==> src/rtl/unified_mem_arbiter_if.sv <==
// Bus bundle between the pipeline's IF/MEM ports, the arbiter, and the unified memory.
// The slave modport is the arbiter's view; master is the pipeline+memory side.
interface unified_mem_arbiter_if #(
  parameter int AW = 32,
  parameter int DW = 32
);
  // fetch port
  logic          if_req;
  logic [AW-1:0] if_addr;
  logic [DW-1:0] if_rdata;
  logic          if_ready;
  // data port
  logic          dm_req;
  logic          dm_we;
  logic [AW-1:0] dm_addr;
  logic [DW-1:0] dm_wdata;
  logic [DW-1:0] dm_rdata;
  logic          dm_ready;
  logic          bus_err;
  // memory side
  logic          mem_en;
  logic          mem_we;
  logic [AW-1:0] mem_addr;
  logic [DW-1:0] mem_wdata;
  logic [DW-1:0] mem_rdata;
  logic          mem_ack;

  modport slave (
    input  if_req, if_addr, dm_req, dm_we, dm_addr, dm_wdata, mem_rdata, mem_ack,
    output if_rdata, if_ready, dm_rdata, dm_ready, bus_err,
    output mem_en, mem_we, mem_addr, mem_wdata
  );

  modport master (
    output if_req, if_addr, dm_req, dm_we, dm_addr, dm_wdata, mem_rdata, mem_ack,
    input  if_rdata, if_ready, dm_rdata, dm_ready, bus_err,
    input  mem_en, mem_we, mem_addr, mem_wdata
  );
endinterface

==> src/rtl/unified_mem_arbiter.sv <==
// Unified memory arbiter: shares one single-port memory between the IF (fetch) and
// MEM (load/store) stages. Data port has priority; each access is req/ack sequenced,
// times out after TIMEOUT cycles without mem_ack, and always passes through DONE so a
// still-high request is not re-granted in the cycle it sees ready.
// Optional feature: define ARB_STARVE_GUARD_EN to force an IF grant after STARVE_LIMIT
// consecutive data grants made while IF was waiting.
module unified_mem_arbiter #(
  parameter int AW           = 32,
  parameter int DW           = 32,
  parameter int TIMEOUT      = 16,
  parameter int STARVE_LIMIT = 4
) (
  input logic                  clk,
  input logic                  rst,
  unified_mem_arbiter_if.slave bus
);

  localparam int TW = $clog2(TIMEOUT);

  if (TIMEOUT < 2) begin : g_bad_timeout
    $error("unified_mem_arbiter: TIMEOUT must be at least 2");
  end
  if (STARVE_LIMIT < 1) begin : g_bad_starve
    $error("unified_mem_arbiter: STARVE_LIMIT must be at least 1");
  end

  typedef enum logic [1:0] {
    IDLE,
    I_ACC,
    D_ACC,
    DONE
  } state_t;

  state_t        state;
  logic [TW-1:0] tmr;
  logic          if_ready_q;
  logic          dm_ready_q;
  logic          bus_err_q;
  logic [DW-1:0] if_rdata_q;
  logic [DW-1:0] dm_rdata_q;
  logic          grant_d;

`ifdef ARB_STARVE_GUARD_EN
  localparam int SW = $clog2(STARVE_LIMIT + 1);

  logic [SW-1:0] starve_cnt;
  logic          starve_hit;

  // IF is forced through once the data port has won STARVE_LIMIT times in a row
  // while IF was waiting; with IF idle the data port still gets the grant.
  assign starve_hit = bus.if_req && (starve_cnt == SW'(STARVE_LIMIT));
  assign grant_d    = bus.dm_req && !starve_hit;

  // Count data grants made over a pending fetch; clear on every fetch grant.
  always_ff @(posedge clk or posedge rst) begin
    if (rst) begin
      starve_cnt <= '0;
    end else if (state == IDLE) begin
      if (grant_d) begin
        if (bus.if_req && (starve_cnt != SW'(STARVE_LIMIT)))
          starve_cnt <= starve_cnt + SW'(1);
      end else if (bus.if_req) begin
        starve_cnt <= '0;
      end
    end
  end
`else
  assign grant_d = bus.dm_req;
`endif

  // Arbitration FSM with registered completion outputs.
  always_ff @(posedge clk or posedge rst) begin
    if (rst) begin
      state      <= IDLE;
      tmr        <= '0;
      if_ready_q <= 1'b0;
      dm_ready_q <= 1'b0;
      bus_err_q  <= 1'b0;
      if_rdata_q <= '0;
      dm_rdata_q <= '0;
    end else begin
      if_ready_q <= 1'b0;
      dm_ready_q <= 1'b0;
      bus_err_q  <= 1'b0;
      unique case (state)
        IDLE: begin
          tmr <= '0;
          if (grant_d)
            state <= D_ACC;
          else if (bus.if_req)
            state <= I_ACC;
        end
        I_ACC: begin
          if (bus.mem_ack) begin
            state      <= DONE;
            if_ready_q <= 1'b1;
            if_rdata_q <= bus.mem_rdata;
          end else if (tmr == TW'(TIMEOUT - 1)) begin
            state      <= DONE;
            if_ready_q <= 1'b1;
            if_rdata_q <= '0;
            bus_err_q  <= 1'b1;
          end else begin
            tmr <= tmr + TW'(1);
          end
        end
        D_ACC: begin
          if (bus.mem_ack) begin
            state      <= DONE;
            dm_ready_q <= 1'b1;
            dm_rdata_q <= bus.dm_we ? '0 : bus.mem_rdata;
          end else if (tmr == TW'(TIMEOUT - 1)) begin
            state      <= DONE;
            dm_ready_q <= 1'b1;
            dm_rdata_q <= '0;
            bus_err_q  <= 1'b1;
          end else begin
            tmr <= tmr + TW'(1);
          end
        end
        DONE: begin
          state <= IDLE;
        end
        default: state <= IDLE;
      endcase
    end
  end

  // Memory strobes decode straight from state so reset drops mem_en immediately.
  always_comb begin
    bus.mem_en    = 1'b0;
    bus.mem_we    = 1'b0;
    bus.mem_addr  = '0;
    bus.mem_wdata = '0;
    unique case (state)
      I_ACC: begin
        bus.mem_en   = 1'b1;
        bus.mem_addr = bus.if_addr;
      end
      D_ACC: begin
        bus.mem_en    = 1'b1;
        bus.mem_we    = bus.dm_we;
        bus.mem_addr  = bus.dm_addr;
        bus.mem_wdata = bus.dm_wdata;
      end
      default: ;
    endcase
  end

  assign bus.if_ready = if_ready_q;
  assign bus.if_rdata = if_rdata_q;
  assign bus.dm_ready = dm_ready_q;
  assign bus.dm_rdata = dm_rdata_q;
  assign bus.bus_err  = bus_err_q;

endmodule
==> src/flat_wrapper.sv <==
// flat-port wrapper written by rule: the top's interface ports become plain ports
module unified_mem_arbiter_flat 
#(
  parameter int AW           = 32,
  parameter int DW           = 32,
  parameter int TIMEOUT      = 16,
  parameter int STARVE_LIMIT = 4
)
  (clk, rst, bus_if_req, bus_if_addr, bus_dm_req, bus_dm_we, bus_dm_addr, bus_dm_wdata, bus_mem_rdata, bus_mem_ack, bus_if_rdata, bus_if_ready, bus_dm_rdata, bus_dm_ready, bus_bus_err, bus_mem_en, bus_mem_we, bus_mem_addr, bus_mem_wdata);
  unified_mem_arbiter_if #(.AW(AW), .DW(DW)) bus_i ();
  input logic clk;
  input logic rst;
  input wire logic [$bits(bus_i.if_req)-1:0] bus_if_req;
  input wire logic [$bits(bus_i.if_addr)-1:0] bus_if_addr;
  input wire logic [$bits(bus_i.dm_req)-1:0] bus_dm_req;
  input wire logic [$bits(bus_i.dm_we)-1:0] bus_dm_we;
  input wire logic [$bits(bus_i.dm_addr)-1:0] bus_dm_addr;
  input wire logic [$bits(bus_i.dm_wdata)-1:0] bus_dm_wdata;
  input wire logic [$bits(bus_i.mem_rdata)-1:0] bus_mem_rdata;
  input wire logic [$bits(bus_i.mem_ack)-1:0] bus_mem_ack;
  output wire logic [$bits(bus_i.if_rdata)-1:0] bus_if_rdata;
  output wire logic [$bits(bus_i.if_ready)-1:0] bus_if_ready;
  output wire logic [$bits(bus_i.dm_rdata)-1:0] bus_dm_rdata;
  output wire logic [$bits(bus_i.dm_ready)-1:0] bus_dm_ready;
  output wire logic [$bits(bus_i.bus_err)-1:0] bus_bus_err;
  output wire logic [$bits(bus_i.mem_en)-1:0] bus_mem_en;
  output wire logic [$bits(bus_i.mem_we)-1:0] bus_mem_we;
  output wire logic [$bits(bus_i.mem_addr)-1:0] bus_mem_addr;
  output wire logic [$bits(bus_i.mem_wdata)-1:0] bus_mem_wdata;
  assign bus_i.if_req = bus_if_req;
  assign bus_i.if_addr = bus_if_addr;
  assign bus_i.dm_req = bus_dm_req;
  assign bus_i.dm_we = bus_dm_we;
  assign bus_i.dm_addr = bus_dm_addr;
  assign bus_i.dm_wdata = bus_dm_wdata;
  assign bus_i.mem_rdata = bus_mem_rdata;
  assign bus_i.mem_ack = bus_mem_ack;
  assign bus_if_rdata = bus_i.if_rdata;
  assign bus_if_ready = bus_i.if_ready;
  assign bus_dm_rdata = bus_i.dm_rdata;
  assign bus_dm_ready = bus_i.dm_ready;
  assign bus_bus_err = bus_i.bus_err;
  assign bus_mem_en = bus_i.mem_en;
  assign bus_mem_we = bus_i.mem_we;
  assign bus_mem_addr = bus_i.mem_addr;
  assign bus_mem_wdata = bus_i.mem_wdata;
  unified_mem_arbiter #(.AW(AW), .DW(DW), .TIMEOUT(TIMEOUT), .STARVE_LIMIT(STARVE_LIMIT)) u_core (.clk(clk), .rst(rst), .bus(bus_i));
endmodule
==> config.mk <==
export PLATFORM = sky130hd
export DESIGN_NAME = unified_mem_arbiter_flat
export DESIGN_NICKNAME = d
export VERILOG_FILES = /design/src/rtl/unified_mem_arbiter_if.sv /design/src/rtl/unified_mem_arbiter.sv /design/src/flat_wrapper.sv
export SDC_FILE = /design/constraint.sdc
export NUM_CORES = 1
export LEC_CHECK = 0
export ABC_AREA = 1
export BUFFER_PORTS_ARGS = -buffer_cell sky130_fd_sc_hd__buf_2
export CAP_MARGIN = 20
export CORE_AREA = 3 3 104 106
export DETAILED_ROUTE_END_ITERATION = 10
export DIE_AREA = 0 0 107 109
export GPL_TIMING_DRIVEN = 1
export PLACE_DENSITY_LB_ADDON = 0.2
export RECOVER_POWER = 100
export SLEW_MARGIN = 10
export SYNTH_ARGS = -nofsm -noshare
export SYNTH_HDL_FRONTEND = slang
export SYNTH_SLANG_ARGS = --single-unit
==> constraint.sdc <==
create_clock -name clk -period 3.53 [get_ports clk]
set_input_delay 0.5295 -clock clk [delete_from_list [all_inputs] [get_ports clk]]
set_output_delay 0.5295 -clock clk [all_outputs]
set_load 0.01 [all_outputs]
## Yosys cells after proc, flatten, opt, wreduce, memory -nomap -nowiden

Cells that the tools add are included.
Widths: inputs -> output; s select.

| storage, ports and cells | value |
|---|---|
| register bits after elaboration | 73 |
| bits in latches | 0 |
| memory bits (writable) | 0 |
| memory bits (read-only) | 0 |
| output and inout port bits | 133 |
| word-level logic and storage cells | 46 |
| memories kept | 0 |

| operators by class | value |
|---|---|
| add/sub/neg operators | 1 |
| $mul | 0 |
| div/mod/pow operators | 0 |
| magnitude comparators | 0 |
| eq/ne operators | 8 |
| shift-type cells | 0 |
| mux-type cells | 22 |
| bitwise gates (word level) | 0 |
| reduce and logical (&&, ||, !) cells | 8 |

Operators by type and width:

| operator | count |
|---|---|
| $mux 32 | 5 |
| $pmux 32 s2 | 1 |
| $mux 1 | 8 |
| $mux 2 | 4 |
| $mux 4 | 2 |
| $pmux 4 s2 | 1 |
| $pmux 2 s3 | 1 |
| $reduce_and 2->1 | 3 |
| $add 4x1->4 const B | 1 |
| $eq 2x2->1 const B | 2 |
| $eq 4x4->1 const B | 1 |
| $ne 2x2->1 const B | 2 |
| $reduce_bool 2->1 | 2 |
| $ne 3x1->1 const B | 1 |
| $ne 3x3->1 const B | 1 |
| $reduce_and 3->1 | 1 |
| $eq 2x1->1 const B | 1 |
| $logic_not 2->1 | 1 |
| $reduce_or 2->1 | 1 |

## Logic depth before layout (Yosys ltp)

Gate-level depths: netlist of run 1.

| logic depth | value |
|---|---|
| word-level depth | 4 |
| mapped depth | 8 |

## Worst setup path after synthesis of run 1

No wires, ideal clock.

| timing | value |
|---|---|
| kind | reg-to-output |
| start | register u_core.state[0] |
| end | output bus_mem_addr[0] |
| data arrival time | 1529 ps |
| required time | 3000 ps |
| path slack | 1471 ps |
| cell stages (with the launch flop) | 6 |
| cell sequence | dfrtp_1 > inv_1 > ha_1 > clkinv_1 > clkbuf_1 > a21oi_1 |

| on the way | value |
|---|---|
| word-level cells in the longest chain between the ends | 2 |
| elaborated cells on any way between the ends | 3 |

Ends and longest elaborated chain:

| item | RTL line | RTL |
|---|---|---|
| start, declared | unified_mem_arbiter.sv:34 | `state_t state;` |
| start signal, assigned | unified_mem_arbiter.sv:74 | `state <= IDLE;` |
| start signal, assigned | unified_mem_arbiter.sv:89 | `state <= D_ACC;` |
| start signal, assigned | unified_mem_arbiter.sv:91 | `state <= I_ACC;` |
| $eq 2x2->1 or $eq 2x1->1 (tied branches) | unified_mem_arbiter.sv:135 | `unique case (state)` |
| $pmux 32 s2 (*) | unified_mem_arbiter.sv:135 |  |
| end, declared | flat_wrapper.sv:28 | `output wire logic [$bits(bus_i.mem_addr)-1:0] bus_mem_addr;` |

Every way passes the cells marked *; elsewhere a longest branch is shown, timed or not.

## Final worst setup path of run 1

| timing | value |
|---|---|
| start | register u_core.state[1] |
| end | output bus_mem_addr[31] |

Same word-level chain as after synthesis.

==> impl_metrics.yaml, run 1 <==
clock_network:
  cts_tree: "done"
  cts_num_sinks: 73
  htree_num_levels: 3
  clk-insertion-delay-late_ps: 350
  ctsHoldBuffers: 0
  cts_buffers: 9
  post_cts_resized: 0
  cts.clk_slew.worst_paths_ps: 80
  postCtsSetupBuffers: 0
  cts_buffer_depth: 2
  clk_root_buffer_cell: "clkbuf_8"
worst_setup_path:
  critPathCaptureType: "output pin"
  cp.arrival_ps: 2510
  critPathBufInv: 4
  worstSetupPathType: "reg -> out"
  start_kind: "flip-flop"
  worstPathCellList: "inv_1 > ha_1 > clkinv_1 > clkbuf_2 > a21oi_1 > clkbuf_1"
  cpPeakStageDelay_ps: 460
  worstPathRequired_ps: 3000
  crit_fanout: 31
  slowest_stage: "ha_1"
  path_delay_family: "buffers and inverters"
min_path:
  hold_class: "in -> reg"
global_routing:
  busiest_layer: "met2"
  antenna_found_initial: 0
  grt_start_max_net_pins: 88
  grt_first_pass_wirelength_microns: 21500
  grt_pass1_vias: 4278
  grtUsageMet2: 0.388
  grt.overflow.total: 0
  grt_use_met1: 0.308
  met3_usage: 0.0521
  grtUsageTotal: 0.230
power_and_ir_drop:
  p_comb_frac: 0.507
  ir_drop_mv: 0.393
  power.leakage_uw: 0.00286
  power.switching_uw: 2070
  pwr-share-clk: 0.170
  powerDensity_mw_per_mm2: 813
  swShare: 0.480
  seq_power_share: 0.323
  internal-power_uw: 2240
  power_uw: 4320
yosys:
  syn-num-nets: 673
  ys_ff_latch: 73
  synthesis.instances: 533
  synth-seq-area-share: 0.466
  synth_warnings: 0
  netlist_area_sq_mm: 0.00392
  syn-mean-instance-area_sq_um: 7.35
  ys_types: 19
sta:
  relSlewSlack: -0.198
  worst_pin_slew_ps: 1800
  maxClockFrequency_ghz: 0.329
  finalSetupViolCount: 0
  fin_worst_skew_ps: 11.5
  rsz0062_at_grt: "no"
  tns_ps: 0
  slew_viol_final: 74
  layout_worst_path_cycle_share: 0.862
  min_period_ps: 3040
  hold_viol: 0
  holdWs_ps: 430
detailed_routing:
  postRouteAntennaNets: 0
  drt_pass1_iterations: 5
  drtIter0Drc: 360
  drc_errors: 0
  vias: 4549
  vias_per_cell: 5.00
  routed_wl_microns: 14000
  wire_per_inst_microns: 15.4
floorplanning:
  ios: 267
  core_area_sq_mm: 0.00986
  core.rowCount: 36
  die_x_microns: 107
  dieHeight_microns: 109
  die_area_sq_mm: 0.0117
  initial_core_util: 0.397
placed_design:
  hpwlAfterDp_microns: 10100
  io_buffers: 266
  routabilityCongestion: 0.929
finish:
  finish.net_count: 911
  antenna_cells: 0
  drive_above_1_share: 0.205
  fill_cells: 1041
  syn_to_final_growth_pct: 35.5
  fin_util: 0.538
job:
  cap_violations: 1
outcome:
  status: "complete, but fails checks"
  violations: "max-capacitance violations, max-slew violations"
cell type report:
cell class | instances | area (sq um) | share of cell area
flip-flops and latches | 73 | 1830 | 0.344
multi-input cells | 371 | 1720 | 0.325
repair buffers | 271 | 1200 | 0.226
inverters | 45 | 169 | 0.0318
well taps | 133 | 166 | 0.0313
clock buffers | 9 | 124 | 0.0233
clock inverters | 7 | 101 | 0.0191
worst register-to-register path: stages, from the launching register on:
cell and delay, ps:
dfrtp_1 420, inv_1 150, ha_4 750, inv_1 720, o21ai_0 390, nand2_1 80
flip-flops by register name (all words and copies together), names as in the netlist:
signal	flops
u_core.bus.bus_err	1
u_core.bus.dm_rdata	32
u_core.bus.dm_ready	1
u_core.bus.if_rdata	32
u_core.bus.if_ready	1
u_core.state	2
u_core.tmr	4
metal layers:
metal  part of all wire  up-vias
li1                   -     2210
met1               0.42     2104
met2               0.48      223
met3              0.087       12
met4             0.0093        0
met5                  0        -
Yosys cell counts:
| library cell | n | area share |
|---|---|---|
| nand2_1 | 186 | 0.18 |
| dfrtp_1 | 73 | 0.47 |
| inv_1 | 42 | 0.040 |
| o21ai_1 | 40 | 0.051 |
| nand3_1 | 37 | 0.047 |
| nand4_1 | 33 | 0.053 |
| a21oi_1 | 32 | 0.041 |
| clkbuf_1 | 26 | 0.025 |
| o21ai_0 | 26 | 0.033 |
| buf_2 | 10 | 0.013 |
| nor2_1 | 8 | 0.0077 |
| ha_1 | 6 | 0.019 |
| buf_6 | 5 | 0.014 |
| buf_1 | 3 | 0.0029 |
| inv_2 | 2 | 0.0019 |
| clkinv_1 | 1 | 0.00096 |
| nand3_2 | 1 | 0.0026 |
| nor3_1 | 1 | 0.0013 |
| xnor2_1 | 1 | 0.0022 |
power groups by stage:
stage                     Clock, uW  Sequential [uW]  Combinational [uW]
after floorplan                   0             1520                1270
after global placement            0             1390                2330
after detailed placement          0             1400                2380
after CTS                       750             1390                2390
after global routing            787             1430                2470
final                           734             1390                2190
cells by family after synthesis:
family	share of synthesized area
buf+inv	0.0980
simple gates	0.289
xor+xnor	0.00223
fa+ha+maj	0.0192
flops	0.466
compound gates	0.125
cell usage in the layout (no fill, tap or decap), types with 2 or more instances in the layout:
cell / n
a21oi_1: 32
buf_2: 134
buf_4: 3
bufinv_16: 2
clkbuf_1: 132
clkbuf_2: 2
clkbuf_8: 9
clkinvlp_4: 2
dfrtp_1: 73
ha_1: 4
inv_1: 43
inv_6: 2
nand2_1: 186
nand3_1: 37
nand4_1: 33
nor2_1: 8
o21ai_0: 65
final timing paths:
| kind | from | to | slack, ps | cells after the start |
|---|---|---|---|---|
| setup / recovery | u_core.state[1]$_DFFE_PP0P_ | bus_mem_addr[31] | 490 | 6 |
| hold / removal | bus_mem_rdata[21] | u_core.bus.if_rdata[21]$_DFFE_PP0P_ | 430 | 3 |
| setup reg to reg | u_core.state[0]$_DFFE_PP0P_ | u_core.bus.dm_rdata[3]$_DFFE_PP0P_ | 900 | 5 |
| hold reg to reg | u_core.bus.if_rdata[7]$_DFFE_PP0P_ | u_core.bus.if_rdata[7]$_DFFE_PP0P_ | 500 | 2 |
| max in group asynchronous | rst | u_core.bus.if_rdata[3]$_DFFE_PP0P_ | 1660 | 3 |
| min in group asynchronous | rst | u_core.bus.dm_rdata[22]$_DFFE_PP0P_ | 810 | 3 |
metrics by stage:
step                instance area [sq um]  setup slack (ps)  std cells
global placement                     5260              1050        893
detailed placement                   5260               908        893
CTS                                  5480               703        909
global route                         5310               292        909
finish                               5310               487        909
floorplan                            3920              1150        533
Note: power is estimated with default switching activity, not from simulation.
==> inputs of run 2 (changes only) <==
--- a/config.mk
+++ b/config.mk
@@ -9,6 +9,7 @@
 export BUFFER_PORTS_ARGS = -buffer_cell sky130_fd_sc_hd__buf_2
 export CAP_MARGIN = 20
 export CORE_AREA = 3 3 104 106
+export CTS_BUF_LIST = sky130_fd_sc_hd__clkbuf_16
 export DETAILED_ROUTE_END_ITERATION = 10
 export DIE_AREA = 0 0 107 109
 export GPL_TIMING_DRIVEN = 1
==> impl_metrics.yaml, run 2 (synthesis results as in run 1) <==
power_and_ir_drop:
  powerDensity_mw_per_mm2: 844
  ir_drop_mv: 0.395
  power.leakage_uw: 0.00290
  power_uw: 4570
detailed_routing:
  wire_per_inst_microns: 15.5
  drtIter0Drc: 322
  drt_pass1_iterations: 5
  vias_per_cell: 4.99
  postRouteAntennaNets: 0
  vias: 4536
  drc_errors: 0
  routed_wl_microns: 14100
finish:
  mostFrequentLayoutCell: "nand2_1"
  drive_above_1_share: 0.205
  syn_to_final_growth_pct: 38.0
  finish.net_count: 911
  fin_util: 0.549
  antenna_cells: 0
  mostFrequentLayoutCells: "186 x nand2_1, 134 x buf_2, 132 x clkbuf_1, 73 x dfrtp_1, 65 x o21ai_0"
floorplanning:
  dieHeight_microns: 109
  initial_core_util: 0.397
  die_area_sq_mm: 0.0117
  core.rowCount: 36
  ios: 267
  die_x_microns: 107
  core_area_sq_mm: 0.00986
min_path:
  hold_class: "in -> reg"
  hp-start: "bus_mem_rdata[26]"
clock_network:
  cts_buffer_depth: 2
  post_cts_resized: 0
  cts_num_sinks: 73
  postCtsSetupBuffers: 0
  clk_root_buffer_cell: "clkbuf_16"
  htree_num_levels: 3
  cts_tree: "done"
  cts.clk_slew.worst_paths_ps: 60
  ctsHoldBuffers: 0
  clk-insertion-delay-late_ps: 330
  cts_buffers: 9
worst_setup_path:
  crit_start: "u_core.state[1]$_DFFE_PP0P_"
  cp.arrival_ps: 2530
  worstPathRequired_ps: 3000
  slowest_stage: "ha_1"
  worstSetupPathType: "reg -> out"
  crit_fanout: 31
  critPathBufInv: 4
  critPathCaptureType: "output pin"
  path_delay_family: "buffers and inverters"
  start_kind: "flip-flop"
  reg2reg_from: "u_core.state[0]$_DFFE_PP0P_"
  worstPathCellList: "inv_1 > ha_1 > clkinv_1 > clkbuf_2 > a21oi_1 > clkbuf_1"
  cpPeakStageDelay_ps: 460
sta:
  min_period_ps: 3060
  rsz0062_at_grt: "no"
  slew_viol_final: 74
  layout_worst_path_cycle_share: 0.867
  setup_ws_ps: 468
  tns_ps: 0
  relSlewSlack: -0.200
  worst_pin_slew_ps: 1800
  holdWs_ps: 455
  fin_worst_skew_ps: 5.80
  finalSetupViolCount: 0
  maxClockFrequency_ghz: 0.327
  hold_viol: 0
global_routing:
  grt_first_pass_wirelength_microns: 21600
  antenna_found_initial: 0
  grtUsageTotal: 0.233
  grt_pass1_vias: 4309
  grt.overflow.total: 0
  grt_start_max_net_pins: 88
job:
  cap_violations: 1
placed_design:
  routabilityCongestion: 0.929
  hpwlAfterDp_microns: 10100
  io_buffers: 266
  dp_slack_ps: 908
outcome:
  violations: "max-capacitance violations, max-slew violations"
  status: "complete, but fails checks"
## run 2: changes by cell type in the layout (fill, tap and decap cells not counted)
cell,change
clkbuf_8,-9
clkbuf_16,+9
## run 2: final timing paths
path	to	slack, ps	cells after the start
worst max-delay path	bus_mem_addr[31]	470	6
worst min-delay path	u_core.bus.if_rdata[26]$_DFFE_PP0P_	450	3
worst max register to register	u_core.bus.dm_rdata[3]$_DFFE_PP0P_	930	5
worst min register to register	u_core.bus.dm_rdata[27]$_DFFE_PP0P_	490	2
max in group asynchronous	u_core.bus.dm_rdata[17]$_DFFE_PP0P_	1630	3
min in group asynchronous	u_core.bus.dm_rdata[20]$_DFFE_PP0P_	830	3
## run 2: power breakdown
group | total [uW] | switching (uW) | internal [uW]
logic | 2190 | 1530 | 659
registers | 1400 | 211 | 1180
clock network | 982 | 358 | 624
## run 2: worst register-to-register path, stage by stage, from the launching register on
cell	delay [ps]
dfrtp_1	410
inv_1	150
ha_4	730
inv_1	720
o21ai_0	390
nand2_1	90
## run 2: metal layers
layer / global-route usage / wire [microns] / vias up
met4: 0.0475 / 148 / 0
met1: 0.314 / 6090 / 2097
met5: 0 / 0 / -
li1: - / - / 2215
met3: 0.0485 / 1060 / 16
met2: 0.392 / 6760 / 208
## run 2: cell type report
| class | instances | area, sq um |
|---|---|---|
| Fill cell | 1026 | 4450 |
| Clock inverter | 7 | 101 |
| Multi-Input combinational cell | 371 | 1720 |
| Tap cell | 133 | 166 |
| Timing Repair Buffer | 271 | 1200 |
| Clock buffer | 9 | 225 |
| Inverter | 45 | 169 |
| Sequential cell | 73 | 1830 |
## run 2: through the flow
stage,std cells,instance area (sq um)
after floorplan,533,3920
after global placement,893,5260
after detailed placement,893,5260
after CTS,909,5580
after global routing,909,5410
final,909,5410
==> inputs of run 3 (changes only) <==
--- a/config.mk
+++ b/config.mk
@@ -13,6 +13,7 @@
 export DETAILED_ROUTE_END_ITERATION = 10
 export DIE_AREA = 0 0 107 109
 export GPL_TIMING_DRIVEN = 1
+export MAX_ROUTING_LAYER = met4
 export PLACE_DENSITY_LB_ADDON = 0.2
 export RECOVER_POWER = 100
 export SLEW_MARGIN = 10
==> impl_metrics.yaml, run 3 (synthesis results as in run 1) <==
outcome:
  status: "complete, no violations"
power_and_ir_drop:
  power.leakage_uw: 0.00289
  powerDensity_mw_per_mm2: 826
  swShare: 0.476
  internal-power_uw: 2320
  power.switching_uw: 2110
  pwr-share-clk: 0.187
  p_comb_frac: 0.499
  ir_drop_mv: 0.330
  seq_power_share: 0.314
sta:
  tns_ps: 0
  fin_worst_skew_ps: 6.46
  worst_pin_slew_ps: 1160
  layout_worst_path_cycle_share: 0.855
  rsz0062_at_grt: "no"
  slew_viol_final: 0
  hold_viol: 0
  finalSetupViolCount: 0
  maxClockFrequency_ghz: 0.331
  relSlewSlack: 0.227
  min_period_ps: 3020
finish:
  mostFrequentLayoutCell: "nand2_1"
  syn_to_final_growth_pct: 36.8
  drive_above_1_share: 0.205
  antenna_cells: 0
  finish.net_count: 912
  mostFrequentLayoutCells: "186 x nand2_1, 134 x buf_2, 132 x clkbuf_1, 73 x dfrtp_1, 65 x o21ai_0"
  fin_util: 0.544
floorplanning:
  core.rowCount: 36
  initial_core_util: 0.397
  core_area_sq_mm: 0.00986
  dieHeight_microns: 109
  die_x_microns: 107
  ios: 267
  die_area_sq_mm: 0.0117
global_routing:
  grt.overflow.total: 0
  grtUsageTotal: 0.241
  grt_pass1_vias: 4423
  grt_start_max_net_pins: 88
  grt_first_pass_wirelength_microns: 21900
  antenna_found_initial: 0
clock_network:
  cts_tree: "done"
  clk_root_buffer_cell: "clkbuf_16"
  post_cts_resized: 0
  cts_buffer_depth: 2
  postCtsSetupBuffers: 0
  cts_num_sinks: 73
  htree_num_levels: 3
  clk-insertion-delay-late_ps: 330
  cts.clk_slew.worst_paths_ps: 60
  ctsHoldBuffers: 0
  cts_buffers: 9
placed_design:
  routabilityCongestion: 0.955
  hpwlAfterDp_microns: 10400
  io_buffers: 266
detailed_routing:
  vias: 4620
  postRouteAntennaNets: 0
  routed_wl_microns: 14400
  drt_pass1_iterations: 5
  drtIter0Drc: 313
  wire_per_inst_microns: 15.8
  vias_per_cell: 5.08
  drc_errors: 0
worst_setup_path:
  start_kind: "flip-flop"
  worstSetupPathType: "reg -> out"
  critPathCaptureType: "output pin"
  cp.arrival_ps: 2490
  worstPathRequired_ps: 3000
  crit_fanout: 31
job:
  cap_violations: 0
min_path:
  hold_class: "in -> async"
==> run 3: path summary, 6_finish.rpt <==
| path | start | end | slack (ps) | cells after the start |
|---|---|---|---|---|
| min | rst | u_core.bus.dm_rdata[22]$_DFFE_PP0P_ | 440 | 2 |
| max in group asynchronous | rst | u_core.bus.dm_rdata[29]$_DFFE_PP0P_ | 1380 | 3 |
| min in group clk | bus_mem_rdata[13] | u_core.bus.if_rdata[13]$_DFFE_PP0P_ | 450 | 3 |
| max reg2reg | u_core.state[0]$_DFFE_PP0P_ | u_core.bus.dm_rdata[10]$_DFFE_PP0P_ | 910 | 5 |
| min reg2reg | u_core.bus.dm_rdata[11]$_DFFE_PP0P_ | u_core.bus.dm_rdata[11]$_DFFE_PP0P_ | 490 | 2 |
| max | u_core.state[0]$_DFFE_PP0P_ | bus_mem_addr[19] | 510 | 6 |
==> run 3: layout make-up <==
class / instances / area (sq um)
inverter: 45 / 169
clock inverter: 7 / 46.3
fill: 1044 / 4500
tap: 133 / 166
clock buffer: 9 / 225
sequential: 73 / 1830
multi-input combinational: 371 / 1720
timing repair buffer: 272 / 1210
==> run 3: power groups by stage <==
stage	logic, uW	registers (uW)	clock network, uW
after detailed placement	2390	1390	0
after global routing	2470	1440	876
after CTS	2400	1390	849
after global placement	2340	1380	0
final	2210	1390	829
after floorplan	1270	1520	0
==> run 3: critical path, cell delays in order, from the launching register on <==
cell	delay, ps
dfrtp_1	400
inv_1	120
ha_1	470
clkinv_1	230
clkbuf_2	430
a21oi_1	320
clkbuf_1	200
==> run 3: metrics by stage <==
step,instances,total power (uW),area [sq um],setup WS [ps],hold slack (ps)
3_5_place_dp,894,3790,5260,1120,465
6_report,910,4430,5360,512,443
4_1_cts,910,4630,5530,756,261
5_1_grt,910,4790,5360,355,453
3_3_place_gp,894,3720,5260,1170,460
2_1_floorplan,533,2790,3920,1150,479
==> run 3: layer usage <==
layer	part of all wire	up-vias	global-route usage
li1	-	2210	-
met5	0	-	-
met2	0.48	229	0.406
met3	0.073	18	0.0432
met1	0.43	2163	0.302
met4	0.013	0	0.0639
